`config.mk`:
```
export PLATFORM = sky130hd
export DESIGN_NAME = cov_bram_arbiter
export DESIGN_NICKNAME = d
export VERILOG_FILES = /design/src/rtl/cov_bram_arbiter.sv
export SDC_FILE = /design/constraint.sdc
export NUM_CORES = 1
export LEC_CHECK = 0
export CAP_MARGIN = 30
export CORE_UTILIZATION = 25
export DETAILED_ROUTE_END_ITERATION = 8
export SYNTH_ARGS = -nofsm -noshare
export SYNTH_HDL_FRONTEND = slang
export SYNTH_SLANG_ARGS = --single-unit
```
`constraint.sdc`:
```
create_clock -name clk -period 2.3 [get_ports clk]
set_input_delay 0.69 -clock clk [delete_from_list [all_inputs] [get_ports clk]]
set_output_delay 0.69 -clock clk [all_outputs]
set_load 0.005 [all_outputs]
```
`src/rtl/cov_bram_arbiter.sv`:
```
`default_nettype none
// ============================================================================
// Module      : cov_bram_arbiter
// Description : Arbitrates a single-port BRAM between one writer and one
//               reader. Reads stay blocked until every entry has been written
//               at least once since the last rst/clr. Contested cycles
//               alternate between the two sides using a round-robin pointer.
//               Read data is returned through a RD_LATENCY-deep valid pipeline.
// Ports       : clk, rst            - clock, synchronous active-high reset
//               clr                 - restart matrix fill (drops written mask)
//               wr_req/addr/data    - writer request, held until wr_gnt
//               wr_gnt              - combinational write grant
//               rd_req/addr         - reader request, held until rd_gnt
//               rd_gnt              - combinational read grant
//               rd_valid, rd_data   - registered read return
//               matrix_ready        - all entries written since last clr/rst
//               bram_*              - single-port BRAM port A
// Revision    : 1.0 - initial release
// ============================================================================
module cov_bram_arbiter #(
    parameter int DATA_W     = 32,
    parameter int ADDR_W     = 2,
    parameter int RD_LATENCY = 2    // legal 1..4
) (
    input  logic              clk,
    input  logic              rst,
    input  logic              clr,
    input  logic              wr_req,
    input  logic [ADDR_W-1:0] wr_addr,
    input  logic [DATA_W-1:0] wr_data,
    output logic              wr_gnt,
    input  logic              rd_req,
    input  logic [ADDR_W-1:0] rd_addr,
    output logic              rd_gnt,
    output logic              rd_valid,
    output logic [DATA_W-1:0] rd_data,
    output logic              matrix_ready,
    output logic              bram_ena,
    output logic              bram_wea,
    output logic [ADDR_W-1:0] bram_addra,
    output logic [DATA_W-1:0] bram_dina,
    input  logic [DATA_W-1:0] bram_douta
);

    localparam int c_ENTRIES = 1 << ADDR_W;

    localparam logic [0:0] c_FILL  = 1'b0;
    localparam logic [0:0] c_READY = 1'b1;

    logic [0:0]            r_state;
    logic [0:0]            w_state_next;
    logic [c_ENTRIES-1:0]  r_mask;
    logic [c_ENTRIES-1:0]  w_mask_next;
    logic                  r_ptr;        // 0: write wins a tie, 1: read wins
    logic                  w_wr_gnt;
    logic                  w_rd_gnt;
    logic                  w_rd_ok;
    logic [RD_LATENCY-1:0] r_pipe;       // one bit per read in flight
    logic                  r_rd_valid;
    logic [DATA_W-1:0]     r_rd_data;

    // Grants: rst and clr suppress everything; only READY allows reads.
    always_comb begin
        w_wr_gnt = 1'b0;
        w_rd_gnt = 1'b0;
        w_rd_ok  = (r_state == c_READY);
        if (!rst && !clr) begin
            if (wr_req && rd_req && w_rd_ok) begin
                if (r_ptr) w_rd_gnt = 1'b1;
                else       w_wr_gnt = 1'b1;
            end else if (wr_req) begin
                w_wr_gnt = 1'b1;
            end else if (rd_req && w_rd_ok) begin
                w_rd_gnt = 1'b1;
            end
        end
    end

    // Next mask and state. The FSM looks at the mask value being written at
    // this edge, so READY appears the cycle after the final missing entry
    // is granted.
    always_comb begin
        w_mask_next  = r_mask;
        w_state_next = r_state;
        if (clr) begin
            w_mask_next  = '0;
            w_state_next = c_FILL;
        end else begin
            if (w_wr_gnt) w_mask_next[wr_addr] = 1'b1;
            if (r_state == c_FILL && (&w_mask_next)) w_state_next = c_READY;
        end
    end

    always_ff @(posedge clk) begin
        if (rst) begin
            r_state <= c_FILL;
            r_mask  <= '0;
            r_ptr   <= 1'b0;
        end else begin
            r_state <= w_state_next;
            r_mask  <= w_mask_next;
            if (w_wr_gnt)      r_ptr <= 1'b1;
            else if (w_rd_gnt) r_ptr <= 1'b0;
        end
    end

    // Read return pipeline. clr deliberately leaves it alone so reads issued
    // before a clr still complete; only rst drops them.
    always_ff @(posedge clk) begin
        if (rst) begin
            r_pipe     <= '0;
            r_rd_valid <= 1'b0;
            r_rd_data  <= '0;
        end else begin
            r_pipe[0] <= w_rd_gnt;
            for (int i = 1; i < RD_LATENCY; i++) r_pipe[i] <= r_pipe[i-1];
            r_rd_valid <= r_pipe[RD_LATENCY-1];
            if (r_pipe[RD_LATENCY-1]) r_rd_data <= bram_douta;
        end
    end

    assign wr_gnt       = w_wr_gnt;
    assign rd_gnt       = w_rd_gnt;
    assign rd_valid     = r_rd_valid;
    assign rd_data      = r_rd_data;
    assign matrix_ready = (r_state == c_READY);
    assign bram_ena     = w_wr_gnt | w_rd_gnt;
    assign bram_wea     = w_wr_gnt;
    assign bram_addra   = w_wr_gnt ? wr_addr : (w_rd_gnt ? rd_addr : '0);
    assign bram_dina    = wr_data;

endmodule
`default_nettype wire

```
# Word-level counts from Yosys, hierarchy flattened
# Cells that the tools add are included.
op_classes:
  addsub: 0
  multipliers: 0
  div_mod_pow: 0
  magnitude_cmp: 2
  n_eq_ne: 0
  n_shift: 0
  mux: 17
  bitwise: 3
  n_reduce_logical: 11
ops:
  columns: ["operator", "n"]
  rows:
  - ["2-to-1 mux 1 bit", 12]
  - ["2-to-1 mux 4 bit", 2]
  - ["logical AND 1 bit", 6]
  - ["2-to-1 mux 2 bit", 2]
  - ["bitwise OR 4 bit", 1]
  - ["AND reduction 4 bit", 1]
  - ["< comparator 2 x 3 -> 1 bit, second input constant", 1]
  - ["demux 1 bit (select 2 bit)", 1]
  - ["greater-or-equal comparator 2 x 1 -> 1 bit, second input constant", 1]
  - ["zero test 1 bit", 2]
  - ["nonzero test 2 bit", 1]
  - ["OR reduction 2 bit", 1]
  - ["inverter 1 bit", 1]
  - ["bitwise OR 1 bit", 1]
totals:
  regBits: 41
  latch_bits: 0
  ramBits: 0
  rom_bits: 0
  inputBits: 73
  output_inout_bits: 72
  wordCells: 39
  n_memories: 0

# Longest topological paths before layout
# Gate-level depths: netlist of the first run.
logic_depth:
  ltp_word: 9
  depth_mapped: 5
  mapped_depth_nobuf: 3

# Worst setup path after synthesis of the first run
# Ideal clock, no wire load.
synth_path:
  path_type: "input -> output"
  from: "in rst"
  to: "out wr_gnt"
  t_arrival_ns: 1.502
  path_slack_ns: 0.108
  cell_stages: 4
  cell_sequence: "buf_6 -> nor3b_1 -> and2_1 -> buf_4"
synth_via:
  elab_chain_len: 3
synth_lines:
  columns: ["item", "line_no", "source"]
  rows:
  - ["from (decl)", "26", "input logic rst,"]
  - ["zero test 1 bit", "67", "if (!rst && !clr) begin"]
  - ["logical AND 1 bit", "67", null]
  - ["2-to-1 mux 1 bit", "67", null]
  - ["to (decl)", "31", "output logic wr_gnt,"]
# No other way between the ends.

# Worst setup path in the final report of the first run
layout_path:
  from: "in wr_req"
  to: "out bram_addra[0]"
layout_via:
  elab_chain_len: 6
  word_cells_on_any_way: 10
layout_lines:
  columns: ["item", "line_no", "source"]
  rows:
  - ["from (decl)", "28", "input logic wr_req,"]
  - ["logical AND 1 bit (2 in series)", "68", "if (wr_req && rd_req && w_rd_ok) begin"]
  - ["2-to-1 mux 1 bit", "68", null]
  - ["2-to-1 mux 1 bit", "67", null]
  - ["2-to-1 mux 2 bit", "129", "assign bram_addra = w_wr_gnt ? wr_addr : (w_rd_gnt ? rd_addr : '0);"]
  - ["2-to-1 mux 2 bit *", "129", null]
  - ["to (decl)", "40", "output logic [ADDR_W-1:0] bram_addra,"]
# Mark *: on every way between the ends. The rest lies on a longest branch, timed or not.

==> impl_results.md, run 1 <==
- Status: complete, no violations
- Detailed placement HPWL: approximately 2900 microns
- Final Setup Violations: 0
- Count of boundary I/O pins: approximately 150
- Mean number of vias per cell: between 4 and 5
- Overflow after GRT: 0
- Unrepaired setup endpoints after global routing: no
- Commonest non-fill, non-tap cell in the layout: sky130_fd_sc_hd__clkdlybuf4s50_1
- Post-Synthesis Net Count: ~260
- Leak: around 0.0009 uW
- Pwr dens: between 500 and 600 nW/um^2
- Seq/Total Area, Yosys: 45.49%
- Max-slew violation count: 0
- Utilization of the core after routing: approximately 39%
- Multi-input gate area in the final layout: about 700 sq um
- Largest buffer count on any clock path: 2
- Instance count of the mapped netlist: between 150 and 200
- Detailed Routing Iterations Pass 1: 5
- Number of global-route vias before repair: 1349
- Max capacitance violation total: 0
- Number of sinks handled by clock tree synthesis: roughly 40
- Shortest clock period the worst path allows after layout: 2.240 ns
- Die span in x: just under 90 microns
- Largest net degree at the start of global routing: 32
- Number of nets with antenna violations after detailed routing: 0
- Part of the cycle the worst path needs: a little over nine tenths
- Per-cell routed wire length: ~12 microns
- Clock-pin slew reported for the worst setup and hold paths after clock tree synthesis: roughly 0.08 ns
- Max Freq: between 400 and 500 MHz
- Clock buffers created by TritonCTS: 5
- Number of fill cells: between 700 and 800
- Register Area: around 800 sq um
- Biggest fanout along the worst timing path: 4
- Required time worst endpoint: around 1.6 ns
- Number of antenna diodes: 0
- Share of final-layout standard cells stronger than drive strength 1: between 10% and 20%
- TritonCTS clock tree: built
- Final-report hold violation count: 0
- Area growth from synthesis to layout: 46.95%
- Post-synth EDFFs: 0
- Number of H-tree branching levels: 2
- First-pass GRT wire length: between 6000 and 7000 microns
- Initial cell density of the core: about a quarter
- Post-Syn Area: around 1800 sq um
- Final-stage net count: 320
- Routability congestion estimate: roughly 0.71
- Avg Synthesized Cell Area: 9.597 sq um
- Setup skew after layout: roughly 0.0053 ns
- Via total after detailed routing: 1418
- Worst-Margin Slew: approximately 0.53 ns
- Number of design rule violations left after detail routing: 0
- Most common flop cell mapped by yosys: sky130_fd_sc_hd__dfxtp_1
- Type of the most critical hold path: register to register
- Vertical extent of the die: 86.95 microns
- Number of buffers added to fix hold violations after cts: 0
- Area enclosed by the die boundary: 7560 sq um
- Element type at the critical path start: input pin
- Clock latency at the later pin of the worst-skew pair: about 0.29 ns
- Critical path capture point type: output port
- Initial antenna violation count: 0
- Number of violations reported at the end of detailed-routing iteration 0: 31
- Number of library cell types mapped by synthesis: 22
- Post-synthesis register bit count: 41
- Overall power of the completed layout: around 1400 uW
- Worst voltage drop across the vdd grid: between 0.3 and 0.4 mV
- Worst slack on hold paths: 0.4463 ns
- Worst setup path class: input pin to output port
- Commonest non-fill, non-tap cells in the layout: sky130_fd_sc_hd__clkdlybuf4s50_1 (70), sky130_fd_sc_hd__dfxtp_1 (40), sky130_fd_sc_hd__nor2_1 (39)
- Slew HR: ~65%
- Core footprint: between 6000 and 7000 sq um
- Final WL: a little under 4000 microns
- Cell at the root of the clock tree: sky130_fd_sc_hd__clkbuf_8
- Number of buffers added on ports: 80
- Data arrival, critical path: between 1.5 and 2 ns
- Rows: 30
- Number of synthesis warnings: 0
- Async set or reset register ratio after synthesis: 0%
- Global-route usage over all layers: around a tenth
[flip-flops by register name (all words and copies together), names as in the netlist]
name	cells
matrix_ready	1
r_mask	4
r_pipe	2
r_ptr	1
rd_data	32
rd_valid	1
[repair_timing]
item / in CTS / in global routing
buffers inserted: 1 / 0
resized for setup: 32 / 5
pin swaps: 2 / 2
setup endpoints to repair: 6 / 5
[worst max-delay path, cell delays in order]
cell                              delay (ns)
sky130_fd_sc_hd__clkdlybuf4s15_1        0.20
sky130_fd_sc_hd__or2b_1                 0.24
sky130_fd_sc_hd__buf_4                  0.14
sky130_fd_sc_hd__nand4_1                0.09
sky130_fd_sc_hd__a21oi_2                0.06
sky130_fd_sc_hd__buf_2                  0.12
[kinds of logic after synthesis]
kind of cell           after synthesis  share of synthesized area, %
AND/OR/NAND/NOR                     57                         14.42
buffers and inverters               43                         16.99
AO/OA/AOI/OAI                       15                         5.339
flip-flops                          41                         45.49
multiplexers                        32                         17.75
[stage by stage]
stage | TNS [ns] | area (sq um) | std cells | worst slack, ns
after floorplan | 0 | 1804 | 188 | 0.1084
after global routing | 0 | 2651 | 344 | 0.002982
after detailed placement | -3.482 | 2525 | 335 | -0.6118
after global placement | -3.475 | 2525 | 335 | -0.5910
after CTS | 0 | 2649 | 344 | 0.0006809
final | 0 | 2651 | 344 | 0.06047
[cells in the mapped netlist (2+ instances only)]
library cell	count	area, sq um
sky130_fd_sc_hd__nor3b_1	3	22.52
sky130_fd_sc_hd__a21oi_1	5	25.02
sky130_fd_sc_hd__nand4_1	3	18.77
sky130_fd_sc_hd__a31oi_1	4	25.02
sky130_fd_sc_hd__nand3_1	3	15.01
sky130_fd_sc_hd__buf_2	5	25.02
sky130_fd_sc_hd__nor2b_1	4	25.02
sky130_fd_sc_hd__buf_6	2	22.52
sky130_fd_sc_hd__clkbuf_1	3	11.26
sky130_fd_sc_hd__mux2i_1	32	320.3
sky130_fd_sc_hd__nor2_1	39	146.4
sky130_fd_sc_hd__buf_4	33	247.7
sky130_fd_sc_hd__dfxtp_1	41	820.8
sky130_fd_sc_hd__o21ai_0	3	15.01
[final timing paths]
kind / startpoint / to / slack [ns] / cells past startpoint
min: r_pipe[0]$_SDFF_PP0_ / r_pipe[1]$_SDFF_PP0_ / 0.45 / 1
max: wr_req / bram_addra[0] / 0.06 / 6
max reg2reg: r_pipe[1]$_SDFF_PP0_ / rd_data[10]$_SDFFE_PP0P_ / 1.04 / 3
min reg2reg: r_pipe[0]$_SDFF_PP0_ / r_pipe[1]$_SDFF_PP0_ / 0.45 / 1
[power by group]
group / switching [uW] / leakage (uW) / internal [uW]
sequential: 1.67 / 0.000331 / 711
clock: 240 / 0.0000585 / 354
combinational: 39.8 / 0.000529 / 83.2
[routing by layer]
metal / up-vias / GRT usage, % / share of wire [%]
met4: 0 / 3.333 / 0.23
met1: 651 / 13.57 / 45
met3: 4 / 3.507 / 7.5
li1: 712 / - / -
met2: 51 / 17.11 / 48
met5: - / 0 / 0
[area by class of cell]
type | instances | share of cell area, %
Multi-Input combinational cell | 104 | 26.38
Timing Repair Buffer | 95 | 33.70
Clock buffer | 7 | 3.256
Clock inverter | 1 | 1.133
Sequential cell | 41 | 31.01
Tap cell | 96 | 4.530
(Power assumes the default switching activity.)
==> run 2, diff against run 1 <==
--- a/config.mk
+++ b/config.mk
@@ -8,6 +8,7 @@
 export CAP_MARGIN = 30
 export CORE_UTILIZATION = 25
 export DETAILED_ROUTE_END_ITERATION = 8
+export GPL_ROUTABILITY_DRIVEN = 0
 export SYNTH_ARGS = -nofsm -noshare
 export SYNTH_HDL_FRONTEND = slang
 export SYNTH_SLANG_ARGS = --single-unit
==> results of run 2 <==
Same layout as run 1: the final DEF is identical, and so are final timing and power.
